File: src/rtl/regfile_wb_arbiter.sv
// Writeback arbiter for the 32x32 register file.
// Two sources (port 0 = ALU, port 1 = memory load) share the single regfile write port.
// A grant is made combinationally in cycle N. The winner is captured into an output
// register stage that drives the regfile in cycle N+1. The registered stage is also
// compared with both read addresses so that consumers can forward WriteData during the
// one-cycle write latency.
module regfile_wb_arbiter #(
    parameter bit          FIXED_PRIO = 1'b0,
    parameter int unsigned CNT_W      = 16
) (
    input  logic             clock,
    input  logic             reset_n,
    input  logic             wb_en,
    input  logic             wr0_valid,
    input  logic [4:0]       wr0_addr,
    input  logic [31:0]      wr0_data,
    output logic             wr0_ready,
    input  logic             wr1_valid,
    input  logic [4:0]       wr1_addr,
    input  logic [31:0]      wr1_data,
    output logic             wr1_ready,
    output logic             RegWrite,
    output logic [4:0]       WriteRegister,
    output logic [31:0]      WriteData,
    input  logic [4:0]       rd_addr1,
    input  logic [4:0]       rd_addr2,
    output logic             fwd_hit1,
    output logic             fwd_hit2,
    output logic [CNT_W-1:0] conflict_cnt
);

    localparam logic [CNT_W-1:0] CntMax = '1;

    logic             req0;
    logic             req1;
    logic             conflict;
    logic             grant0;
    logic             grant1;
    logic             rr_ptr_q;
    logic             rr_ptr_d;
    logic             reg_write_q;
    logic             reg_write_d;
    logic [4:0]       wr_reg_q;
    logic [4:0]       wr_reg_d;
    logic [31:0]      wr_data_q;
    logic [31:0]      wr_data_d;
    logic [CNT_W-1:0] cnt_q;
    logic [CNT_W-1:0] cnt_d;

    // Grant selection: reset or a disabled writeback blocks both ports.
    always_comb begin
        req0     = reset_n & wb_en & wr0_valid;
        req1     = reset_n & wb_en & wr1_valid;
        conflict = req0 & req1;
        grant0   = 1'b0;
        grant1   = 1'b0;
        if (conflict) begin
            if (FIXED_PRIO || !rr_ptr_q) begin
                grant0 = 1'b1;
            end else begin
                grant1 = 1'b1;
            end
        end else begin
            grant0 = req0;
            grant1 = req1;
        end
    end

    assign wr0_ready = grant0;
    assign wr1_ready = grant1;

    // Next state for the round-robin pointer, conflict counter and write stage.
    always_comb begin
        rr_ptr_d    = rr_ptr_q;
        cnt_d       = cnt_q;
        reg_write_d = 1'b0;
        wr_reg_d    = wr_reg_q;
        wr_data_d   = wr_data_q;

        // Only a real contest moves the pointer; it then favours the loser.
        if (conflict) begin
            rr_ptr_d = grant0;
            if (cnt_q != CntMax) begin
                cnt_d = cnt_q + CNT_W'(1);
            end
        end

        // Register 0 is accepted and captured but never written.
        if (grant0) begin
            reg_write_d = (wr0_addr != 5'd0);
            wr_reg_d    = wr0_addr;
            wr_data_d   = wr0_data;
        end else if (grant1) begin
            reg_write_d = (wr1_addr != 5'd0);
            wr_reg_d    = wr1_addr;
            wr_data_d   = wr1_data;
        end
    end

    // State registers with synchronous active-low reset.
    always_ff @(posedge clock) begin
        if (!reset_n) begin
            rr_ptr_q    <= 1'b0;
            cnt_q       <= '0;
            reg_write_q <= 1'b0;
            wr_reg_q    <= 5'd0;
            wr_data_q   <= 32'd0;
        end else begin
            rr_ptr_q    <= rr_ptr_d;
            cnt_q       <= cnt_d;
            reg_write_q <= reg_write_d;
            wr_reg_q    <= wr_reg_d;
            wr_data_q   <= wr_data_d;
        end
    end

    assign RegWrite      = reg_write_q;
    assign WriteRegister = wr_reg_q;
    assign WriteData     = wr_data_q;
    assign conflict_cnt  = cnt_q;

    // Forwarding hits come straight from the registered stage; register 0 never hits.
    assign fwd_hit1 = reg_write_q && (wr_reg_q == rd_addr1) && (rd_addr1 != 5'd0);
    assign fwd_hit2 = reg_write_q && (wr_reg_q == rd_addr2) && (rd_addr2 != 5'd0);

endmodule
File: config.mk
export PLATFORM = sky130hd
export DESIGN_NAME = regfile_wb_arbiter
export DESIGN_NICKNAME = d
export VERILOG_FILES = /design/src/rtl/regfile_wb_arbiter.sv
export SDC_FILE = /design/constraint.sdc
export NUM_CORES = 1
export LEC_CHECK = 0
export CAP_MARGIN = 20
export CORE_ASPECT_RATIO = 1.1
export CORE_UTILIZATION = 39
export CTS_CLUSTER_SIZE = 24
export DETAILED_ROUTE_END_ITERATION = 10
export PLACE_DENSITY = 0.9
export SLEW_MARGIN = 20
export SYNTH_ARGS = -nofsm -noshare
export SYNTH_HDL_FRONTEND = slang
export SYNTH_SLANG_ARGS = --single-unit
export TNS_END_PERCENT = 30
File: constraint.sdc
create_clock -name clock -period 2.1 [get_ports clock]
set_clock_uncertainty 0.05 [all_clocks]
set_input_delay 0.21 -clock clock [delete_from_list [all_inputs] [get_ports clock]]
set_output_delay 0.21 -clock clock [all_outputs]
set_load 0.02 [all_outputs]
==> flow_results.xml, run 1 <==
<?xml version="1.0" encoding="UTF-8"?>
<metrics>
  <group name="status">
    <metric name="outcome" unit="">complete, no violations</metric>
  </group>
  <group name="grt">
    <metric name="number_of_antenna_violations_at_the_first_check_in_global_routing" unit="">0</metric>
    <metric name="gr-total-overflow" unit="">0</metric>
    <metric name="grt_first_pass_wirelength" unit="mm">12.07</metric>
    <metric name="grt_pass1_vias" unit="">2670</metric>
    <metric name="grt_util_all_layers" unit="%">21.49</metric>
    <metric name="grt_start_max_net_pins" unit="">75</metric>
  </group>
  <group name="logic_synthesis">
    <metric name="synth.yosys.warnings" unit="">0</metric>
    <metric name="synth-seq-area-share" unit="%">41.01</metric>
    <metric name="mappedNetlistNets" unit="">389</metric>
    <metric name="synth_area" unit="µm²">2685</metric>
    <metric name="synth_seq_cells" unit="">55</metric>
    <metric name="netlist-cell-type-count" unit="">35</metric>
    <metric name="synthesis.area_per_instance" unit="µm²">8.980</metric>
    <metric name="syn-instance-count" unit="">299</metric>
  </group>
  <group name="route">
    <metric name="drt.antenna.violating_nets" unit="">0</metric>
    <metric name="first_iter_violations" unit="">92</metric>
    <metric name="routed_via_density" unit="">5.286</metric>
    <metric name="routed-via-count" unit="">2770</metric>
    <metric name="drt_pre_antenna_iters" unit="">4</metric>
    <metric name="postRouteWirelength" unit="mm">7.592</metric>
    <metric name="wire_per_inst" unit="µm">14.49</metric>
    <metric name="drc_errors" unit="">0</metric>
  </group>
  <group name="finish">
    <metric name="fin_area" unit="µm²">4378</metric>
    <metric name="antenna-diode-count" unit="">0</metric>
    <metric name="most_frequent_cells_in_the_layout" unit="">clkdlybuf4s50_1 (144), dfxtp_1 (55), nor2_1 (42)</metric>
    <metric name="flow.area_growth_from_synthesis" unit="%">63.05</metric>
    <metric name="final_core_utilization" unit="%">66.01</metric>
    <metric name="finalNetCount" unit="">532</metric>
    <metric name="drive_gt1_share" unit="%">4.977</metric>
    <metric name="layout.cells.most_common" unit="">clkdlybuf4s50_1</metric>
  </group>
  <group name="sta">
    <metric name="fin_crit_sh" unit="%">93.78</metric>
    <metric name="final-hold-violation-count" unit="">0</metric>
    <metric name="slew_violations" unit="">0</metric>
    <metric name="max_clock_freq" unit="MHz">507.8</metric>
    <metric name="timing.setup.tns" unit="ns">0</metric>
    <metric name="worst_hold_slack" unit="ns">0.4288</metric>
    <metric name="rsz0062_at_grt" unit="">no</metric>
    <metric name="max-slew-margin-rel" unit="%">73.56</metric>
    <metric name="report.final.setup_viol" unit="">0</metric>
    <metric name="actual_slew_at_the_worst_max_slew_pin" unit="ns">0.3933</metric>
    <metric name="finalWorstPathRequiredPeriod" unit="ns">1.969</metric>
  </group>
  <group name="placed_design">
    <metric name="placement.cell_area" unit="µm²">4268</metric>
    <metric name="routabilityCongestion" unit="">0.8422</metric>
    <metric name="io_buffer_count" unit="">146</metric>
    <metric name="dp_hpwl" unit="mm">5.884</metric>
  </group>
  <group name="floorplan">
    <metric name="start_util" unit="%">40.48</metric>
    <metric name="boundaryPins" unit="">147</metric>
    <metric name="floorplan.die.height" unit="µm">89.03</metric>
    <metric name="overall_die_area" unit="µm²">7221</metric>
    <metric name="die_x" unit="µm">81.12</metric>
    <metric name="core-area" unit="µm²">6633</metric>
    <metric name="placementRows" unit="">31</metric>
  </group>
  <group name="critical_path">
    <metric name="critical-path-top-cell-by-count" unit="">clkdlybuf4s50_1</metric>
    <metric name="startpoint_type" unit="">primary input</metric>
    <metric name="critical_path.max_stage_delay" unit="ns">0.62</metric>
    <metric name="critical_path.top_delay_family" unit="">buffers and inverters</metric>
    <metric name="critical_path.max_fanout" unit="">6</metric>
    <metric name="critPathSlowestCell" unit="">clkdlybuf4s50_1</metric>
    <metric name="worstPathArrival" unit="ns">1.71</metric>
    <metric name="reg2reg_slack" unit="ns">0.29</metric>
    <metric name="critical_path_class" unit="">in -&gt; out</metric>
    <metric name="crit_path_cell_trace" unit="">clkdlybuf4s50_1 -&gt; nand4_1 -&gt; inv_1 -&gt; clkdlybuf4s50_1</metric>
    <metric name="path_buf_inv" unit="">3</metric>
    <metric name="critical_path_required" unit="ns">1.84</metric>
    <metric name="cp-end-kind" unit="">output port</metric>
  </group>
  <group name="power">
    <metric name="sequential_power_share" unit="%">47.9</metric>
    <metric name="cellLeakagePower" unit="nW">1.763</metric>
    <metric name="power_density" unit="nW/µm²">537.2</metric>
    <metric name="netSwitchingPower" unit="mW">0.5952</metric>
    <metric name="power.switching_fraction" unit="%">25.30</metric>
    <metric name="vdd_drop_max" unit="mV">0.3370</metric>
    <metric name="p_total" unit="mW">2.352</metric>
    <metric name="clock_network_fraction_of_total_power" unit="%">29.1</metric>
    <metric name="cellInternalPower" unit="mW">1.757</metric>
    <metric name="pwr-share-comb" unit="%">23.0</metric>
  </group>
  <group name="clock_network">
    <metric name="clk-insertion-delay-late" unit="ns">0.31</metric>
    <metric name="cts_made_buffers" unit="">5</metric>
    <metric name="number_of_buffers_inserted_to_repair_setup_after_cts" unit="">0</metric>
    <metric name="h-tree-depth" unit="">2</metric>
    <metric name="clkTransAtPathRegs" unit="ns">0.10</metric>
    <metric name="cts_tree" unit="">built</metric>
    <metric name="cts-root-to-sink-buffers" unit="">2</metric>
    <metric name="cts_repair_resize_count" unit="">3</metric>
    <metric name="tritoncts_sinks" unit="">55</metric>
    <metric name="cts_root_buffer" unit="">clkbuf_8</metric>
    <metric name="ctsHoldBuffers" unit="">0</metric>
  </group>
  <group name="hold_path">
    <metric name="holdCritPathClass" unit="">reg -&gt; reg</metric>
  </group>
  <group name="run">
    <metric name="max_cap_viol_count" unit="">0</metric>
  </group>
</metrics>
[metal layers]
layer | up-vias | global-route usage, % | routed length [µm]
met5 | - | 0 | 0
met4 | 0 | 5.519 | 114
met3 | 12 | 6.633 | 560
met2 | 91 | 40.72 | 3970
met1 | 1268 | 22.89 | 2946
li1 | 1399 | - | -
[flip-flops by register name, indices dropped and copies added (netlist names)]
register / count
WriteData: 32
WriteRegister: 5
rr_ptr_q: 1
conflict_cnt: 16
RegWrite: 1
[cell type report]
cell class,instances,area (µm²)
clock buffers,5,68.82
multi-input cells,218,1478
fillers,554,2255
clock inverters,2,37.54
well taps,82,102.6
inverters,7,26.28
flip-flops and latches,55,1101
repair buffers,155,1564
[through the flow]
stage | instances | setup WS (ns)
after floorplan | 299 | 0.2786
after global placement | 517 | 0.07169
after detailed placement | 517 | 0.06299
after CTS | 524 | 0.09596
after global routing | 524 | 0.04308
final | 524 | 0.1306
[cells in the mapped netlist (all sizes together)]
master / instances / area, µm²
dfxtp: 55 / 1101
nor2: 42 / 157.7
mux2i: 39 / 390.4
a211oi: 37 / 277.8
nand2: 16 / 60.06
a21oi: 11 / 55.05
clkbuf: 11 / 41.29
nand4: 9 / 71.32
buf: 8 / 45.04
or4: 8 / 60.06
inv: 7 / 26.27
nor3: 6 / 30.03
o21ai: 6 / 30.03
xor2: 6 / 52.55
nand3: 5 / 25.02
o31ai: 5 / 37.54
and3: 4 / 25.02
nor4: 4 / 31.28
o211a: 4 / 40.04
and4: 3 / 26.28
a31oi: 2 / 12.51
or3: 2 / 12.51
xnor2: 2 / 17.52
a311oi: 1 / 8.760
and2: 1 / 6.260
ha: 1 / 12.51
nor3b: 1 / 7.510
o311ai: 1 / 8.760
o41ai: 1 / 8.760
or2: 1 / 6.260
[worst register-to-register path: stages (launching register included)]
cell and delay (ns):
dfxtp_1 0.40, ha_1 0.35, nand4_1 0.15, nor4_2 0.31, nor2_1 0.16, a311oi_1 0.31
[cells by family after synthesis]
logic type	synth area share [%]
AND/OR/NAND/NOR	19.34
AO/OA/AOI/OAI	17.85
flip-flops	41.01
multiplexers	14.54
buffers and inverters	4.194
XOR/XNOR	2.610
adder cells (fa/ha/maj)	0.4659
[worst paths after layout]
kind | cells after the start | to | from
setup / recovery | 4 | wr0_ready | reset_n
hold / removal | 2 | rr_ptr_q$_SDFFE_PN0P_ | rr_ptr_q$_SDFFE_PN0P_
setup reg to reg | 5 | conflict_cnt[2]$_SDFFE_PN0P_ | conflict_cnt[0]$_SDFFE_PN0P_
hold reg to reg | 2 | rr_ptr_q$_SDFFE_PN0P_ | rr_ptr_q$_SDFFE_PN0P_
[power by group through the flow]
stage               Combinational (mW)  Clock, mW  Sequential (mW)
global route                     0.587      0.754             1.13
detailed placement               0.544          0             1.15
finish                           0.541      0.685             1.13
global placement                 0.533          0             1.15
floorplan                        0.169          0             1.21
CTS                              0.548      0.706             1.13
Note: power is estimated with default switching activity, not from simulation.
==> run 2: changes to the inputs <==
CAP_MARGIN = 30   (was 20)
SLEW_MARGIN = default   (was 20)
==> results of run 2 <==
Same layout as run 1: the final DEF is identical, and so are final timing and power.
==> run 3: changes to the inputs <==
CORE_ASPECT_RATIO = default   (was 1.1)
SETUP_SLACK_MARGIN = 0.5   (was default)
SKIP_CTS_REPAIR_TIMING = 1   (was default)
==> run 3 against run 2 <==
  * Die area barely moved
  * Register-to-register slack better by 0.20 ns
  * Flip-flop and latch count unchanged
  * The flow now finishes with violations (design-rule violations)
  * Final cell count increased by 0.57%
  * Routed wire length increased by 7.2%
  * Via count grew 4.1%
  * Fmax rose by 17%
  * Utilization rose by 3.6 points
  * Combinational power is 1% higher
  * Highest routed layer unchanged
  * Sequential share of layout area is 0.16 points lower
==> flow_results.xml, run 3 (synthesized netlist as in run 1, its figures left out) <==
<?xml version="1.0" encoding="UTF-8"?>
<metrics>
  <group name="status">
    <metric name="outcome" unit="">complete, but fails checks</metric>
    <metric name="failed_checks" unit="">design-rule violations</metric>
  </group>
  <group name="finish">
    <metric name="drive_gt1_share" unit="%">12.89</metric>
    <metric name="flow.area_growth_from_synthesis" unit="%">68.41</metric>
    <metric name="layout.cells.most_common" unit="">clkdlybuf4s50_1</metric>
    <metric name="flip_flop_count_of_the_largest_register_all_copies_and_words_added" unit="">32</metric>
    <metric name="post_route_insts_no_fill" unit="">527</metric>
    <metric name="finalNetCount" unit="">539</metric>
    <metric name="most_frequent_cells_in_the_layout" unit="">clkdlybuf4s50_1 (136), nor2_1 (41), mux2i_1 (39)</metric>
    <metric name="antenna-diode-count" unit="">0</metric>
  </group>
  <group name="sta">
    <metric name="slew_violations" unit="">0</metric>
    <metric name="actual_slew_at_the_worst_max_slew_pin" unit="ns">0.7957</metric>
    <metric name="max_clock_freq" unit="MHz">594.1</metric>
    <metric name="rsz0062_at_grt" unit="">yes</metric>
    <metric name="final-hold-violation-count" unit="">0</metric>
    <metric name="max-slew-margin-rel" unit="%">46.87</metric>
    <metric name="fin_crit_sh" unit="%">80.15</metric>
    <metric name="finalWorstPathRequiredPeriod" unit="ns">1.683</metric>
    <metric name="report.final.setup_viol" unit="">0</metric>
    <metric name="worst_hold_slack" unit="ns">0.3203</metric>
  </group>
  <group name="critical_path">
    <metric name="timing.critical_path.to" unit="">fwd_hit2</metric>
    <metric name="cp-end-kind" unit="">output port</metric>
    <metric name="critical_path_required" unit="ns">1.84</metric>
    <metric name="path_buf_inv" unit="">1</metric>
    <metric name="critical_path_class" unit="">reg -&gt; out</metric>
    <metric name="critical_path.max_fanout" unit="">5</metric>
    <metric name="startpoint" unit="">WriteRegister[3]$_SDFFE_PN0P_</metric>
    <metric name="r2r_end" unit="">conflict_cnt[4]$_SDFFE_PN0P_</metric>
    <metric name="worstPathArrival" unit="ns">1.42</metric>
    <metric name="critical_path.max_stage_delay" unit="ns">0.39</metric>
    <metric name="reg2reg_slack" unit="ns">0.49</metric>
    <metric name="crit_path_cell_trace" unit="">nor4_4 -&gt; nor3_1 -&gt; a21oi_1 -&gt; nor2_1 -&gt; clkbuf_2</metric>
    <metric name="startpoint_type" unit="">register</metric>
    <metric name="critical_path.top_delay_family" unit="">simple AND/OR/NAND/NOR gates</metric>
    <metric name="cp_num_cells" unit="">5</metric>
    <metric name="reg2reg_depth" unit="">6</metric>
    <metric name="critPathSlowestCell" unit="">dfxtp_4</metric>
    <metric name="r2r-start" unit="">conflict_cnt[0]$_SDFFE_PN0P_</metric>
  </group>
  <group name="route">
    <metric name="postRouteWirelength" unit="mm">8.139</metric>
    <metric name="drt_pre_antenna_iters" unit="">7</metric>
    <metric name="routed_via_density" unit="">5.472</metric>
    <metric name="drt.antenna.violating_nets" unit="">0</metric>
    <metric name="first_iter_violations" unit="">155</metric>
    <metric name="wire_per_inst" unit="µm">15.44</metric>
    <metric name="drc_errors" unit="">11</metric>
    <metric name="routed-via-count" unit="">2884</metric>
  </group>
  <group name="clock_network">
    <metric name="tritoncts_sinks" unit="">55</metric>
    <metric name="h-tree-depth" unit="">2</metric>
    <metric name="cts_made_buffers" unit="">5</metric>
    <metric name="cts-root-to-sink-buffers" unit="">2</metric>
    <metric name="clk-insertion-delay-late" unit="ns">0.30</metric>
    <metric name="cts_root_buffer" unit="">clkbuf_8</metric>
    <metric name="cts_tree" unit="">built</metric>
    <metric name="clkTransAtPathRegs" unit="ns">0.10</metric>
  </group>
  <group name="placed_design">
    <metric name="routabilityCongestion" unit="">0.8414</metric>
    <metric name="dp_cells" unit="">511</metric>
    <metric name="dp_hpwl" unit="mm">5.982</metric>
    <metric name="io_buffer_count" unit="">146</metric>
  </group>
  <group name="run">
    <metric name="max_cap_viol_count" unit="">0</metric>
  </group>
  <group name="power">
    <metric name="cellLeakagePower" unit="nW">1.922</metric>
    <metric name="vdd_drop_max" unit="mV">0.2844</metric>
    <metric name="power_density" unit="nW/µm²">530.8</metric>
  </group>
  <group name="floorplan">
    <metric name="boundaryPins" unit="">147</metric>
    <metric name="die_x" unit="µm">84.98</metric>
    <metric name="overall_die_area" unit="µm²">7221</metric>
    <metric name="core-area" unit="µm²">6495</metric>
    <metric name="placementRows" unit="">29</metric>
    <metric name="start_util" unit="%">41.34</metric>
    <metric name="floorplan.die.height" unit="µm">84.98</metric>
  </group>
  <group name="grt">
    <metric name="gr-total-overflow" unit="">0</metric>
    <metric name="number_of_antenna_violations_at_the_first_check_in_global_routing" unit="">0</metric>
    <metric name="grt_start_max_net_pins" unit="">47</metric>
    <metric name="grt_pass1_vias" unit="">2729</metric>
    <metric name="grt_first_pass_wirelength" unit="mm">12.78</metric>
    <metric name="grt_util_all_layers" unit="%">21.90</metric>
  </group>
  <group name="hold_path">
    <metric name="holdCritPathClass" unit="">in -&gt; reg</metric>
  </group>
</metrics>
[run 3: changes by cell type in the layout (fill, tap and decap cells not counted), moves of 2 or more]
cell	delta
dfxtp_1	-17
dfxtp_2	+14
buf_4	+8
clkdlybuf4s50_1	-8
dlymetal6s2s_1	+6
clkbuf_2	+3
dfxtp_4	+3
and3_1	-2
dlygate4sd2_1	-2
nor3_1	-2
nor4_2	-2
nor4_4	+2
[run 3: per-stage QoR]
step / power (mW) / setup slack, ns / utilization (%) / cell area, µm² / setup TNS, ns
CTS: 2.408 / -0.04949 / 67.75 / 4400 / -0.09405
global placement: 1.678 / 0.1008 / 65.94 / 4283 / 0
floorplan: 1.374 / 0.4621 / - / 2724 / 0
global route: 2.512 / 0.3276 / 69.62 / 4522 / 0
finish: 2.400 / 0.4169 / 69.62 / 4522 / 0
detailed placement: 1.693 / 0.05503 / 65.94 / 4283 / 0
[run 3: area by class of cell]
class / instances / area (µm²)
repair buffers: 162 / 1617
well taps: 77 / 96.34
flip-flops and latches: 55 / 1130
multi-input cells: 218 / 1535
inverters: 7 / 26.28
clock buffers: 6 / 82.58
clock inverters: 2 / 35.03
fillers: 541 / 1973
[run 3: layer usage]
layer	wire [µm]	GRT usage [%]
met1	3212	25.12
met2	4257	41.50
met3	564	4.961
met4	104	4.160
met5	0	0
[run 3: worst min-delay path by stage]
| stage | start | end | slack, ns | cells past startpoint |
|---|---|---|---|---|
| global placement | rr_ptr_q$_SDFFE_PN0P_ | rr_ptr_q$_SDFFE_PN0P_ | 0.41 | 2 |
| detailed placement | conflict_cnt[0]$_SDFFE_PN0P_ | conflict_cnt[0]$_SDFFE_PN0P_ | 0.42 | 1 |
| finish | reset_n | conflict_cnt[12]$_SDFFE_PN0P_ | 0.32 | 3 |
| floorplan | wr1_addr[3] | RegWrite$_SDFF_PN0_ | 0.30 | 2 |
| global route | reset_n | conflict_cnt[12]$_SDFFE_PN0P_ | 0.33 | 3 |
| CTS | conflict_cnt[0]$_SDFFE_PN0P_ | conflict_cnt[0]$_SDFFE_PN0P_ | 0.44 | 1 |
[run 3: worst min-delay path, cell delays in order]
cell and delay (ns):
dlymetal6s2s_1 0.17, buf_4 0.17, o211a_1 0.10
[run 3: power by group]
| part | switching, mW | internal, mW | leakage, nW |
|---|---|---|---|
| Sequential | 0.0369 | 1.09 | 0.459 |
| Clock | 0.338 | 0.386 | 0.0612 |
| Combinational | 0.230 | 0.317 | 1.40 |
| Total | 0.605 | 1.79 | 1.92 |
